[config.mk]
export PLATFORM = sky130hd
export DESIGN_NAME = decode_stage
export DESIGN_NICKNAME = d
export VERILOG_FILES = /design/src/rtl/decode_stage.sv
export SDC_FILE = /design/constraint.sdc
export NUM_CORES = 1
export LEC_CHECK = 0
export BUFFER_PORTS_ARGS = -buffer_cell sky130_fd_sc_hd__buf_4
export CELL_PAD_IN_SITES_DETAIL_PLACEMENT = 0
export CELL_PAD_IN_SITES_GLOBAL_PLACEMENT = 1
export CORE_UTILIZATION = 42
export CTS_CLUSTER_DIAMETER = 100
export CTS_CLUSTER_SIZE = 10
export DETAILED_ROUTE_END_ITERATION = 8
export PLACE_DENSITY = 0.84
export REMOVE_ABC_BUFFERS = 1
export SYNTH_ARGS = -nofsm -noshare
export SYNTH_HDL_FRONTEND = slang
export SYNTH_SLANG_ARGS = --single-unit
[constraint.sdc]
create_clock -name clk -period 4.4 [get_ports clk]
set_input_delay 0.44 -clock clk [delete_from_list [all_inputs] [get_ports clk]]
set_output_delay 0.44 -clock clk [all_outputs]
set_load 0.005 [all_outputs]
[src/rtl/decode_stage.sv]
// decode_stage: RV32I instruction decode stage with a single output register.
//
// Decodes one 32-bit instruction per cycle into control bits, ALU operation,
// a sign-extended immediate and register fields. The result is registered, so
// an instruction accepted at one edge is visible after that edge. A load-use
// interlock inserts a bubble when the instruction in the output register is a
// load whose destination is read by the incoming instruction.
//
// Ports:
//   clk, rst             clock, asynchronous active-high reset
//   in_valid/in_instr/in_pc  instruction from fetch; in_ready accepts it
//   stall                downstream cannot accept; output register holds
//   flush                squash the output register and drop the input
//   out_*                registered decode results; out_ctrl is zero when !out_valid
//   hazard               combinational load-use stall indication
module decode_stage #(
    parameter int unsigned XLEN = 32,
    parameter int unsigned ILEN = 32  // only 32 is supported
) (
    input  logic            clk,
    input  logic            rst,
    input  logic            in_valid,
    input  logic [ILEN-1:0] in_instr,
    input  logic [XLEN-1:0] in_pc,
    output logic            in_ready,
    input  logic            stall,
    input  logic            flush,
    output logic            out_valid,
    output logic [XLEN-1:0] out_pc,
    output logic [XLEN-1:0] out_imm,
    output logic [9:0]      out_ctrl,
    output logic [3:0]      out_aluctl,
    output logic [4:0]      out_rs1,
    output logic [4:0]      out_rs2,
    output logic [4:0]      out_rd,
    output logic            out_illegal,
    output logic            hazard
);

    localparam logic [6:0] OpLoad   = 7'b0000011;
    localparam logic [6:0] OpStore  = 7'b0100011;
    localparam logic [6:0] OpReg    = 7'b0110011;
    localparam logic [6:0] OpImm    = 7'b0010011;
    localparam logic [6:0] OpBranch = 7'b1100011;
    localparam logic [6:0] OpJal    = 7'b1101111;
    localparam logic [6:0] OpJalr   = 7'b1100111;
    localparam logic [6:0] OpLui    = 7'b0110111;
    localparam logic [6:0] OpAuipc  = 7'b0010111;

    // Bit positions inside the control vector.
    localparam int unsigned CRegWrite = 9;
    localparam int unsigned CMemRead  = 8;
    localparam int unsigned CMemWrite = 7;
    localparam int unsigned CMemToReg = 6;
    localparam int unsigned CAluSrc   = 5;
    localparam int unsigned CBranch   = 4;
    localparam int unsigned CJal      = 3;
    localparam int unsigned CJalr     = 2;
    localparam int unsigned CLui      = 1;
    localparam int unsigned CAuipc    = 0;

    localparam logic [3:0] AluAnd  = 4'd0;
    localparam logic [3:0] AluOr   = 4'd1;
    localparam logic [3:0] AluAdd  = 4'd2;
    localparam logic [3:0] AluXor  = 4'd3;
    localparam logic [3:0] AluSll  = 4'd4;
    localparam logic [3:0] AluSrl  = 4'd5;
    localparam logic [3:0] AluSub  = 4'd6;
    localparam logic [3:0] AluSltu = 4'd7;
    localparam logic [3:0] AluSra  = 4'd8;
    localparam logic [3:0] AluSlt  = 4'd9;
    localparam logic [3:0] AluPass = 4'd15;

    // funct3 to ALU op; alt selects sub/sra.
    function automatic logic [3:0] alu_op(input logic [2:0] f3, input logic alt);
        logic [3:0] op;
        case (f3)
            3'b000:  op = alt ? AluSub : AluAdd;
            3'b001:  op = AluSll;
            3'b010:  op = AluSlt;
            3'b011:  op = AluSltu;
            3'b100:  op = AluXor;
            3'b101:  op = alt ? AluSra : AluSrl;
            3'b110:  op = AluOr;
            default: op = AluAnd;
        endcase
        return op;
    endfunction

    logic [6:0]  w_opcode;
    logic [2:0]  w_funct3;
    logic [6:0]  w_funct7;
    logic [4:0]  w_rs1;
    logic [4:0]  w_rs2;
    logic [4:0]  w_rd;
    logic [31:0] w_imm_i;
    logic [31:0] w_imm_s;
    logic [31:0] w_imm_b;
    logic [31:0] w_imm_j;
    logic [31:0] w_imm_u;
    logic [31:0] w_imm32;
    logic [9:0]  w_ctrl;
    logic [3:0]  w_aluctl;
    logic        w_illegal;
    logic        w_use_rs1;
    logic        w_use_rs2;

    logic            r_valid;
    logic [XLEN-1:0] r_pc;
    logic [XLEN-1:0] r_imm;
    logic [9:0]      r_ctrl;
    logic [3:0]      r_aluctl;
    logic [4:0]      r_rs1;
    logic [4:0]      r_rs2;
    logic [4:0]      r_rd;
    logic            r_illegal;

    assign w_opcode = in_instr[6:0];
    assign w_funct3 = in_instr[14:12];
    assign w_funct7 = in_instr[31:25];
    assign w_rs1    = in_instr[19:15];
    assign w_rs2    = in_instr[24:20];
    assign w_rd     = in_instr[11:7];

    assign w_imm_i = {{20{in_instr[31]}}, in_instr[31:20]};
    assign w_imm_s = {{20{in_instr[31]}}, in_instr[31:25], in_instr[11:7]};
    assign w_imm_b = {{19{in_instr[31]}}, in_instr[31], in_instr[7], in_instr[30:25],
                      in_instr[11:8], 1'b0};
    assign w_imm_j = {{11{in_instr[31]}}, in_instr[31], in_instr[19:12], in_instr[20],
                      in_instr[30:21], 1'b0};
    assign w_imm_u = {in_instr[31:12], 12'b0};

    always_comb begin
        w_ctrl    = '0;
        w_imm32   = '0;
        w_aluctl  = AluPass;
        w_illegal = 1'b0;
        w_use_rs1 = 1'b1;
        w_use_rs2 = 1'b0;
        case (w_opcode)
            OpLoad: begin
                w_ctrl[CRegWrite] = 1'b1;
                w_ctrl[CMemRead]  = 1'b1;
                w_ctrl[CMemToReg] = 1'b1;
                w_ctrl[CAluSrc]   = 1'b1;
                w_imm32           = w_imm_i;
                w_aluctl          = AluAdd;
            end
            OpStore: begin
                w_ctrl[CMemWrite] = 1'b1;
                w_ctrl[CAluSrc]   = 1'b1;
                w_imm32           = w_imm_s;
                w_aluctl          = AluAdd;
                w_use_rs2         = 1'b1;
            end
            OpReg: begin
                w_ctrl[CRegWrite] = 1'b1;
                w_aluctl          = alu_op(w_funct3, w_funct7 == 7'b0100000);
                w_use_rs2         = 1'b1;
            end
            OpImm: begin
                w_ctrl[CRegWrite] = 1'b1;
                w_ctrl[CAluSrc]   = 1'b1;
                w_imm32           = w_imm_i;
                // Only shifts honour instr[30]; addi with a negative imm stays add.
                w_aluctl          = alu_op(w_funct3, (w_funct3 == 3'b101) && in_instr[30]);
            end
            OpBranch: begin
                w_ctrl[CBranch] = 1'b1;
                w_imm32         = w_imm_b;
                w_use_rs2       = 1'b1;
                case (w_funct3[2:1])
                    2'b10:   w_aluctl = AluSlt;
                    2'b11:   w_aluctl = AluSltu;
                    default: w_aluctl = AluSub;
                endcase
            end
            OpJal: begin
                w_ctrl[CRegWrite] = 1'b1;
                w_ctrl[CJal]      = 1'b1;
                w_imm32           = w_imm_j;
                w_use_rs1         = 1'b0;
            end
            OpJalr: begin
                w_ctrl[CRegWrite] = 1'b1;
                w_ctrl[CAluSrc]   = 1'b1;
                w_ctrl[CJalr]     = 1'b1;
                w_imm32           = w_imm_i;
                w_aluctl          = AluAdd;
            end
            OpLui: begin
                w_ctrl[CRegWrite] = 1'b1;
                w_ctrl[CAluSrc]   = 1'b1;
                w_ctrl[CLui]      = 1'b1;
                w_imm32           = w_imm_u;
                w_use_rs1         = 1'b0;
            end
            OpAuipc: begin
                w_ctrl[CRegWrite] = 1'b1;
                w_ctrl[CAluSrc]   = 1'b1;
                w_ctrl[CAuipc]    = 1'b1;
                w_imm32           = w_imm_u;
                w_aluctl          = AluAdd;
                w_use_rs1         = 1'b0;
            end
            default: begin
                w_illegal = 1'b1;
            end
        endcase
    end

    // Load in the output register whose rd feeds the incoming instruction.
    assign hazard = r_valid && r_ctrl[CMemRead] && (r_rd != 5'd0) && in_valid &&
                    ((w_use_rs1 && (r_rd == w_rs1)) || (w_use_rs2 && (r_rd == w_rs2)));

    assign in_ready = (!stall && !hazard) || flush;

    always_ff @(posedge clk or posedge rst) begin
        if (rst) begin
            r_valid   <= 1'b0;
            r_pc      <= '0;
            r_imm     <= '0;
            r_ctrl    <= '0;
            r_aluctl  <= '0;
            r_rs1     <= '0;
            r_rs2     <= '0;
            r_rd      <= '0;
            r_illegal <= 1'b0;
        end else if (flush) begin
            r_valid <= 1'b0;
        end else if (!stall) begin
            if (hazard) begin
                r_valid <= 1'b0;
            end else begin
                r_valid   <= in_valid;
                r_pc      <= in_pc;
                r_imm     <= XLEN'($signed(w_imm32));
                r_ctrl    <= w_ctrl;
                r_aluctl  <= w_aluctl;
                r_rs1     <= w_rs1;
                r_rs2     <= w_rs2;
                r_rd      <= w_rd;
                r_illegal <= w_illegal;
            end
        end
    end

    assign out_valid   = r_valid;
    assign out_pc      = r_pc;
    assign out_imm     = r_imm;
    assign out_ctrl    = r_valid ? r_ctrl : 10'd0;
    assign out_aluctl  = r_aluctl;
    assign out_rs1     = r_rs1;
    assign out_rs2     = r_rs2;
    assign out_rd      = r_rd;
    assign out_illegal = r_illegal;

endmodule

Word level (Yosys, flattened, before mapping)

Index checks and enable logic that the tools add are counted.

Bits of input ports: 69
Output and inout port bits: 97
Flip-flop bits (word level): 95
Word-level logic and storage cells: 81

Equality and inequality tests: 21
Multiplexer cells: 25
Bitwise operators: 3
Reductions and logical operators: 23

Operators with widths:

| kind                                           | count |
|---|---|
| case mux 32 bit (5 select lines)               | 1 |
| case mux 4 bit (7 select lines)                | 2 |
| == test 7 x 6 -> 1 bit (second input constant) | 4 |
| == test 7 bit (second input constant)          | 3 |
| case mux 4 bit (4 select lines)                | 1 |
| 2-to-1 mux 1 bit                               | 15 |
| == test 7 x 5 -> 1 bit (second input constant) | 2 |
| == test 5 bit                                  | 2 |
| 2-to-1 mux 10 bit                              | 1 |
| == test 3 bit (second input constant)          | 3 |
| OR reduction 3 bit                             | 3 |
| OR reduction 9 bit                             | 1 |
| logical AND 1 bit                              | 8 |
| 2-to-1 mux 4 bit                               | 2 |
| case mux 4 bit (2 select lines)                | 1 |
| == test 7 x 2 -> 1 bit (second input constant) | 1 |
| OR reduction 7 bit                             | 1 |
| == test 3 x 2 -> 1 bit (second input constant) | 2 |
| 2-to-1 mux 3 bit                               | 2 |
| OR reduction 6 bit                             | 1 |
| nonzero test 5 bit                             | 1 |
| == test 2 bit (second input constant)          | 2 |
| OR reduction 4 bit                             | 1 |
| == test 3 x 1 -> 1 bit (second input constant) | 1 |
| 7 further kinds                                | 11 |

Depth between registers and ports, before layout

Gate-level depths: netlist of run 1.

Word-level depth: 9
Gate-level depth with buffers: 8
Gate-level depth less buffers: 5

Least setup slack after synthesis of run 1

Ideal clock, no wire load.

Path kind: input to register
Start point: in in_valid
End point: reg r_aluctl[1] (netlist: out_aluctl[1])
Arrival: 2.031 ns
Required time: 4.275 ns
Stages: 7
Path buffers: 2
Library setup time: 0.125 ns
Slack: 2.244 ns
Cell sequence: nand3_1 > o21bai_1 > or4_1 > o211a_1 > buf_6 > buf_6 > mux2_4

Cells in the longest elaborated chain, start to end: 4

RTL lines:

| item                            | RTL line | text |
|---|---|---|
| from (decl)                     | 22       | `input logic in_valid,` |
| logical AND 1 bit (2 in series) | 213      | `assign hazard = r_valid && r_ctrl[CMemRead] && (r_rd != 5'd0) && in_valid &&` |
| inverter 1 bit (no line)        | -        |  |
| AND reduction 3 bit (no line)   | -        |  |
| to (signal assigned)            | 239      | `r_aluctl <= w_aluctl;` |
| to (decl)                       | 112      | `logic [3:0] r_aluctl;` |

No other way between the ends.
A chain may end at the register's enable or synchronous reset.

Worst setup path in the final report of run 1

Start point: reg r_rd[0] (netlist: out_rd[0])
End point: reg r_pc[2] (netlist: out_pc[2])

Cells in the longest elaborated chain, start to end: 6
Elaborated cells on any way between the ends: 11
Classes of those cells: eq/ne (2); bitwise (1); reduce/logical (8)

RTL lines:

| item                                                         | RTL line | text |
|---|---|---|
| from (decl)                                                  | 115      | `logic [4:0] r_rd;` |
| from (signal assigned)                                       | 242      | `r_rd <= w_rd;` |
| == test 5 bit / nonzero test 5 bit (equally long branches)   | 214, 213 |  |
| logical AND 1 bit (on tied branches)                         | 214, 213 |  |
| logical OR 1 bit / logical AND 1 bit (equally long branches) | 214, 213 |  |
| logical AND 1 bit *                                          | 213      |  |
| inverter 1 bit (no line) *                                   | -        |  |
| AND reduction 3 bit (no line) *                              | -        |  |
| to (signal assigned)                                         | 236      | `r_pc <= in_pc;` |
| to (decl)                                                    | 109      | `logic [XLEN-1:0] r_pc;` |

Mark *: on every way between the ends. The rest lies on a longest branch, timed or not.

==> results of run 1 <==
==> cell type report <==
class	count	share of cell area, %
sequential	94	37.8
multi-input combinational	232	34.3
timing repair buffer	169	20.6
tap	140	2.82
clock buffer	10	2.05
inverter	21	1.31
clock inverter	6	1.13
==> metrics by stage <==
step | hold slack, ps | cell area, µm²
CTS | 210 | 6220
detailed placement | 495 | 6020
floorplan | 474 | 4550
finish | 193 | 6220
global placement | 493 | 6020
global route | 229 | 6220
==> flip-flops by register name, indices dropped and copies added, names as in the netlist <==
register / cells
out_pc: 32
out_valid: 1
out_rd: 5
out_aluctl: 4
r_ctrl: 9
out_rs1: 5
out_rs2: 5
out_imm: 32
out_illegal: 1
==> logic make-up (layout without fill, tap and decap cells) <==
logic type             Yosys count  after routing  share of synthesized area, %
multiplexers                    95             95                          26.6
flip-flops                      94             94                          50.1
AND/OR/NAND/NOR                 72             72                          8.80
AO/OA/AOI/OAI                   55             55                          8.02
buffers and inverters           41            206                          4.64
XOR/XNOR                        10             10                          1.87
==> critical path, stage by stage, from the launching register on <==
cell and delay (ps):
dfrtp_1 460, or4_1 560, o2111ai_1 320, o211a_4 750, buf_4 390, mux2_2 380
==> synth_stat cells (all sizes together), types with 3 or more instances <==
master  count
nor2b       4
and2       11
a22o        4
mux2i      18
and3b       3
and3        3
or4         3
nand3       4
clkbuf      8
dfrtp      94
nor2        8
o21ai       5
inv        21
xor2        6
a21o       11
xnor2       4
mux2       77
nor3        6
a31oi       3
buf        12
nand2      15
a21oi      14
o22ai       3
nand2b      4
==> worst paths after layout <==
kind,depth (start not counted),endpoint,slack (ps),from
max in group asynchronous,3,out_imm[13]$_DFFE_PP0P_,3260,rst
max,5,out_pc[2]$_DFFE_PP0P_,1380,out_rd[0]$_DFFE_PP0P_
min in group clk,2,out_valid$_DFFE_PP0P_,240,flush
min reg2reg,1,r_ctrl[0]$_DFFE_PP0P_,520,r_ctrl[0]$_DFFE_PP0P_
min,2,out_pc[29]$_DFFE_PP0P_,190,rst
max reg2reg,5,out_pc[2]$_DFFE_PP0P_,1380,out_rd[0]$_DFFE_PP0P_
==> metal layers <==
| metal | vias up | part of all wire (%) | global-route usage [%] |
|---|---|---|---|
| met5 | - | 0 | 0 |
| met4 | 0 | 1.7 | 8.81 |
| met3 | 15 | 6.0 | 3.57 |
| met2 | 140 | 49 | 31.9 |
| met1 | 1659 | 43 | 26.2 |
| li1 | 1619 | - | - |
==> power by group <==
group	switching (mW)	internal (mW)	total, mW	leakage, nW
Clock	0.318	0.266	0.584	0.0891
Sequential	0.0546	0.940	0.994	1.18
Combinational	0.151	0.250	0.402	1.79
==> metrics.txt, run 1 <==
number of flops mapped to enable cells by yosys=0; Core ar.=10800 µm²; GRT Overall Usage=19.9%; top cell type's share of synthesized area=50.1%; post-synthesis cell type count=47; Worst slew margin=32.3%; pwr dens=318 nW/µm²; Synth Warn #=0; CP Data Required Time=4650 ps; final hold vios=0; predominant post-synthesis flop cell=dfrtp_1; initial core utilization=43.3%; WP data arrival=3280 ps; post-synthesis sequential area ratio=50.1%; post-route ant nets=0; first-pass GRT wire length=17.8 mm; clk slew on worst S/H paths=100 ps; Cells after Synth=367; area leader, netlist=dfrtp_1; max-cap violation count=0; Worst Skew=13.4 ps; syn avg cell area=12.8 µm²; maximum VDD drop=0.171 mV; Synth area leaders=dfrtp_1, mux2_4, mux2_2; Leakage=3.06 nW; Routed WL=11.3 mm; final cell count without fillers=672; vias per inst=5.11; Mapped Area=4690 µm²; outcome=complete, no violations; grt ovf=0; worst slew pin tran=1010 ps; initial DRC count=167; area of the multi-input gates=2130 µm²; Num Clock Sinks=94; fillers=919; die area=11600 µm²; # nets final=596; hold_buf cts=0; number of setup buffers added after CTS=0; # rows=38; CP startpoint kind=flip-flop; n_diodes=0; DP HPWL=8.20 mm; commonest non-fill, non-tap cell in the layout=buf_4; Setup TNS=0 ps; cells resized by post-CTS repair=0; CTS root buf=clkbuf_8; Final period util=68.7%; Post-Place Setup Slack=1400 ps; share of layout cells above drive strength 1=49.4%; Hold Crit Class=input port to async pin; H-tree Lvls=3; final core utilization=57.4%; clk_lat worst skew=370 ps; Sequential Area=2350 µm²; endpoints failing setup=0; drt wl/cell=16.8 µm; CTS Buf Count=9; largest net degree at the start of global routing=59; Worst Setup End Kind=flip-flop; Final WS setup=1380 ps; Synth-to-Final Area Change=32.5%; DR vias=3433; RSZ-0062 raised after global routing=no; Placed Instances=656; clk buf depth=2; vias in the first global route=3480; max frequency=0.331 GHz; I/O Pins=166; Die Height=108 µm; port bufs=165; die width=108 µm; most frequent cells in the layout=buf_4, dfrtp_1, mux2_4; asr flop ratio synth=100%; Placer Congestion=0.884; Tmin final=3020 ps; TritonCTS clock tree=yes; #FFs+latches synth=94; total power=1.98 mW; DRC viols=0; Slew Limit Fails=0; initial antenna violation count=0; Crit Path Category=flip-flop to flip-flop; TritonRoute pass-1 iters=4; critical path peak fanout=43
No activity file was read; power rests on OpenSTA's default activity.
==> run 2: changes to the inputs <==
- CORE_UTILIZATION: 42 -> 35
- PLACE_DENSITY: 0.84 -> 0.74
- clock period: 4.4 -> 2.5 ns (I/O delays scaled with it)
==> run 2 against run 1 <==
  * Register-to-register slack worse by 1200 ps
  * First-iteration DRC count is 46% lower
  * Global-route usage is 2.0 points lower
  * Cell area is 4.2% higher
  * Combinational power is 81% higher
  * Core utilization is 6.8 points lower
  * Worst setup slack worse by 1200 ps
==> metrics.txt, run 2 (synthesis results as in run 1) <==
Worst Setup End Kind=output pin (was flip-flop); CTS Buf Count=9 (unchanged); first-pass GRT wire length=19.6 mm (was 17.8 mm); H-tree Lvls=3 (unchanged); hold path endpoint=out_valid$_DFFE_PP0P_; Worst slew margin=58.6% (was 32.3%); Die Height=118 µm (was 108 µm); n_diodes=0 (unchanged); WP data arrival=2100 ps (was 3280 ps); Reg-to-Reg End=out_pc[13]$_DFFE_PP0P_ (was out_pc[2]$_DFFE_PP0P_); met2 track demand over resource=28.1% (was 31.9%); Worst path top cell family by delay=simple AND/OR/NAND/NOR gates (was compound AO/OA/AOI/OAI gates); worst path bufs/invs=1 (unchanged); pwr dens=600 nW/µm² (was 318 nW/µm²); max-cap violation count=0 (unchanged); Crit Path Category=flip-flop to output pin (was flip-flop to flip-flop); Final period util=93.8%; largest net degree at the start of global routing=50 (was 59); GR peak layer=met2 (unchanged); Tmin final=2350 ps; clk slew on worst S/H paths=70 ps (was 100 ps); commonest non-fill, non-tap cell in the layout=buf_4 (unchanged); endpoints failing setup=0 (unchanged); met3 GRT Util=3.92% (was 3.57%); reg2reg setup slack=210 ps (was 1380 ps); Placer Congestion=0.827 (was 0.884); M1 GR Usage=23.2% (was 26.2%); TritonCTS clock tree=yes (unchanged); Num Clock Sinks=94 (unchanged); Leakage=3.18 nW (was 3.06 nW); share of layout cells above drive strength 1=50.6% (was 49.4%); vias per inst=4.82 (was 5.11); maximum VDD drop=0.369 mV (was 0.171 mV); CP Data Required Time=2250 ps (was 4650 ps); RSZ-0062 raised after global routing=no (unchanged); most frequent cells in the layout=buf_4, dfrtp_1, mux2_4 (unchanged); clk buf depth=2 (unchanged); drt wl/cell=16.3 µm (was 16.8 µm); slowest stage delay, CP=590 ps (was 750 ps); Post-Place Setup Slack=182 ps (was 1400 ps); # nets final=607 (was 596); CP Cell Sequence=or4_1, o21bai_1, or4_1, o21ai_1, o21bai_1, buf_4 (was or4_1, o2111ai_1, o211a_4, buf_4, mux2_2); GRT Overall Usage=17.8% (was 19.9%); Final WS setup=155 ps (was 1380 ps); I/O Pins=166 (unchanged); CTS root buf=clkbuf_16 (was clkbuf_8); critical path peak fanout=5 (was 43); Slew Limit Fails=0 (unchanged); post-route ant nets=0 (unchanged); HP Start=flush; worst slew pin tran=620 ps (was 1010 ps); Core ar.=12800 µm² (was 10800 µm²); Routed WL=11.7 mm (was 11.3 mm); Worst R2R Start=out_rd[1]$_DFFE_PP0P_ (was out_rd[0]$_DFFE_PP0P_); Worst R2R Path Depth=6 (was 5); grt ovf=0 (unchanged); Hold Path Depth=2; die area=13900 µm² (was 11600 µm²); DRC viols=0 (unchanged); # rows=41 (was 38); port bufs=165 (unchanged); max frequency=0.426 GHz; clk_lat worst skew=350 ps (was 370 ps); fillers=1179 (was 919); CP max stage cell=or4_1 (was o211a_4); initial antenna violation count=0 (unchanged); TritonRoute pass-1 iters=4 (unchanged); Synth-to-Final Area Change=38.1% (was 32.5%); outcome=complete, no violations (unchanged); Setup TNS=0 ps (unchanged); Worst Skew=11.1 ps (was 13.4 ps); final hold vios=0 (unchanged); initial DRC count=91 (was 167); vias in the first global route=3661 (was 3480); die width=118 µm (was 108 µm); DR vias=3449 (was 3433); DP HPWL=8.72 mm (was 8.20 mm); Hold Crit Class=input port to flip-flop (was input port to async pin); initial core utilization=36.6% (was 43.3%); CP startpoint kind=flip-flop (unchanged)
==> run 2: changes by cell type in the layout (fill, tap and decap cells not counted), moves of 2 or more <==
cell / previous run / this run
clkbuf_16: 0 / 9
clkbuf_8: 9 / 0
buf_4: 168 / 176
buf_12: 1 / 3
clkinvlp_4: 3 / 1
==> run 2: stage by stage <==
stage               util [%]  instance area (µm²)  hold WS [ps]  power (mW)  instances
finish                  50.5                 6480          75.1        3.89        715
global placement        48.0                 6160           370        2.49        698
CTS                     50.5                 6480          60.5        3.95        715
detailed placement      48.0                 6160           393        2.51        698
global route            50.5                 6480          65.8        4.08        715
floorplan                  -                 4550           313        2.11        347
==> run 2: how the worst max path moves through the flow <==
stage	from	end	cells past startpoint
6_report	out_rd[3]$_DFFE_PP0P_	in_ready	6
5_1_grt	out_rd[3]$_DFFE_PP0P_	in_ready	6
4_1_cts	out_rd[3]$_DFFE_PP0P_	in_ready	6
3_5_place_dp	out_rd[1]$_DFFE_PP0P_	out_pc[13]$_DFFE_PP0P_	5
3_3_place_gp	out_rd[1]$_DFFE_PP0P_	out_pc[7]$_DFFE_PP0P_	5
2_1_floorplan	out_rd[0]$_DFFE_PP0P_	out_imm[25]$_DFFE_PP0P_	4
==> run 2: per-layer routing <==
layer / vias to the layer above / wire [µm]
li1: 1646 / -
met1: 1687 / 5200
met2: 98 / 5570
met3: 18 / 593
met4: 0 / 286
met5: - / 0
==> run 2: cell type report <==
cell class | instances | area, µm² | share of cell area, %
Tap cell | 172 | 215 | 3.32
Inverter | 21 | 81.3 | 1.25
Multi-Input combinational cell | 232 | 2140 | 33.0
Sequential cell | 94 | 2350 | 36.3
Clock buffer | 9 | 225 | 3.47
Clock inverter | 7 | 80.1 | 1.24
Timing Repair Buffer | 180 | 1390 | 21.5
==> run 2: repair_timing <==
item                                    4_1_cts  5_1_grt
endpoints found under the setup margin        0        2
resized for setup                             0        2
hold buffers                                  1        0
buffers inserted                              0        0
hold endpoints to repair                      3        0
==> run 2: power by group <==
part           internal (mW)  switching [mW]
combinational          0.454           0.275
clock                  0.790           0.625
sequential              1.66          0.0900
total                   2.90           0.990
==> run 3: changes to the inputs <==
- PLACE_DENSITY: 0.74 -> unset
- PLACE_DENSITY_LB_ADDON: unset -> 0.1
==> run 3 against run 2 <==
  * Via count is 2.1% higher
  * Fmax decreased by 0.14%
  * Sequential cell count did not move
  * Combinational power up 3%
  * Clock power hardly changed
  * Worst setup slack got worse by 3.3 ps
  * Non-clock buffer count rose by 3
  * Power up 0.77%
  * Sequential share of layout area fell by 0.29 points
  * Die area unchanged
  * Critical endpoint unchanged
  * Largest power group unchanged
==> metrics.txt, run 3 (synthesis results as in run 1) <==
outcome=complete, no violations (unchanged); slowest stage delay, CP=600 ps (was 590 ps); DR vias=3520 (was 3449); n_diodes=0 (unchanged); Placer Congestion=0.824 (was 0.827); largest net degree at the start of global routing=60 (was 50); Synth-to-Final Area Change=39.2% (was 38.1%); TritonCTS clock tree=yes (unchanged); first-pass GRT wire length=19.5 mm (was 19.6 mm); grt ovf=0 (unchanged); dpl cell area=6230 µm² (was 6160 µm²); worst slew pin tran=754 ps (was 620 ps); Worst Skew=6.88 ps (was 11.1 ps); TritonRoute pass-1 iters=4 (unchanged); most frequent cells in the layout=buf_4, dfrtp_1, mux2_4 (unchanged); Num Clock Sinks=94 (unchanged); die area=13900 µm² (unchanged); CP Data Required Time=2250 ps (about the same); CP startpoint kind=flip-flop (unchanged); met3 GRT Util=4.55% (was 3.92%); total power=3.92 mW (was 3.89 mW); Switching Share=25.2% (was 25.5%); drt wl/cell=16.6 µm (was 16.3 µm); critical path peak fanout=3 (was 5); post-route ant nets=0 (unchanged); Hold Crit Class=input port to async pin (was input port to flip-flop); DRC viols=0 (unchanged); Worst slew margin=49.7% (was 58.6%); initial DRC count=152 (was 91); CTS Buf Count=9 (unchanged); initial core utilization=36.6% (unchanged); M1 GR Usage=22.4% (was 23.2%); Final period util=93.9% (was 93.8%); port bufs=165 (unchanged); clk buf depth=2 (unchanged); Design Area, Final=6540 µm² (was 6480 µm²); Slew Limit Fails=0 (unchanged); final hold vios=0 (unchanged); CP max stage cell=or4_1 (unchanged); # rows=41 (unchanged); Tmin final=2350 ps (about the same); Core ar.=12800 µm² (unchanged); number of setup buffers added after CTS=0 (unchanged); max frequency=0.426 GHz (about the same); RSZ-0062 raised after global routing=no (unchanged); clock network power share=36.5% (was 36.4%); clk slew on worst S/H paths=70 ps (about the same); H-tree Lvls=3 (unchanged); Net Switching=0.988 mW (was 0.990 mW); commonest non-fill, non-tap cell in the layout=buf_4 (unchanged); Leakage=3.21 nW (was 3.18 nW); worst path bufs/invs=1 (unchanged); max-cap violation count=0 (unchanged); Worst path top cell family by delay=simple AND/OR/NAND/NOR gates (unchanged); Worst Setup End Kind=output pin (unchanged); vias per inst=4.90 (was 4.82); maximum VDD drop=0.346 mV (was 0.369 mV); endpoints failing setup=0 (unchanged); Flop pwr share=44.4% (was 44.9%); Routed WL=11.9 mm (was 11.7 mm); Crit Path Category=flip-flop to output pin (unchanged); fillers=1185 (was 1179); CP Cell Sequence=nand3_1, o21bai_1, or4_1, o21ai_1, o21bai_1, buf_4 (was or4_1, o21bai_1, or4_1, o21ai_1, o21bai_1, buf_4); # nets final=610 (was 607); Crit path top cell by count=o21bai_1; cell-internal power=2.93 mW (was 2.90 mW); pwr dens=600 nW/µm² (about the same); GR peak layer=met2 (unchanged); WP data arrival=2100 ps (about the same); GRT Overall Usage=17.7% (was 17.8%); I/O Pins=166 (unchanged); initial antenna violation count=0 (unchanged); clk_lat worst skew=350 ps (about the same); die width=118 µm (unchanged); Die Height=118 µm (unchanged); vias in the first global route=3756 (was 3661); DP HPWL=8.82 mm (was 8.72 mm); share of layout cells above drive strength 1=50.9% (was 50.6%); met2 track demand over resource=29.0% (was 28.1%); CTS root buf=clkbuf_16 (unchanged); Combinational Power Share=19.1% (was 18.7%)
==> run 3: power groups by stage <==
stage | combinational [mW] | sequential, mW | clock [mW]
floorplan | 0.332 | 1.77 | 0
global placement | 0.748 | 1.76 | 0
detailed placement | 0.759 | 1.77 | 0
CTS | 0.758 | 1.74 | 1.46
global route | 0.807 | 1.76 | 1.52
finish | 0.748 | 1.74 | 1.43
==> run 3: routing by layer <==
layer / part of all wire [%] / vias up
li1: - / 1656
met2: 47 / 120
met4: 1.6 / 0
met5: 0 / -
met3: 6.2 / 16
met1: 45 / 1728
==> run 3: final timing paths <==
check                                            from                endpoint  slack [ps]  cells after the start
worst max-delay path            r_ctrl[8]$_DFFE_PP0P_                in_ready         150                      6
worst min-delay path                              rst  out_pc[22]$_DFFE_PP0P_          40                      2
worst max register to register  out_rd[0]$_DFFE_PP0P_  out_pc[14]$_DFFE_PP0P_         170                      5
worst min register to register  r_ctrl[9]$_DFFE_PP0P_   r_ctrl[9]$_DFFE_PP0P_         510                      1
max in group asynchronous                         rst   out_pc[0]$_DFFE_PP0P_        1780                      3
min in group clk                                flush   out_valid$_DFFE_PP0P_          70                      2
==> run 3: repair_timing <==
item | CTS | global route
endpoints found under the setup margin | 0 | 1
gates resized for setup | 0 | 1
hold buffers | 0 | 0
endpoints found under the hold margin | 0 | 0
==> run 3: worst reg2reg max path, stage by stage, from the launching register on <==
cell	delay, ps
dfrtp_1	370
or4_1	540
o2111ai_1	320
o211a_4	420
buf_12	220
mux2_2	350
==> run 3: area by class of cell <==
cell class                 count  area [µm²]  share of cell area, %
clock inverter                 6        67.6                   1.03
tap                          172         215                   3.29
multi-input combinational    232        2130                   32.6
inverter                      21        81.3                   1.24
clock buffer                  10         239                   3.66
timing repair buffer         183        1450                   22.2
sequential                    94        2350                   36.0
==> run 3: through the flow <==
step	TNS [ps]	std cells	hold slack [ps]	utilization [%]	setup slack, ps
after floorplan	-198040	347	313	-	-2000
after global placement	0	702	423	48.6	221
after detailed placement	0	702	431	48.6	162
after CTS	0	718	63.0	51.0	25.5
after global routing	0	718	67.4	51.0	60.8
final	0	718	35.9	51.0	151
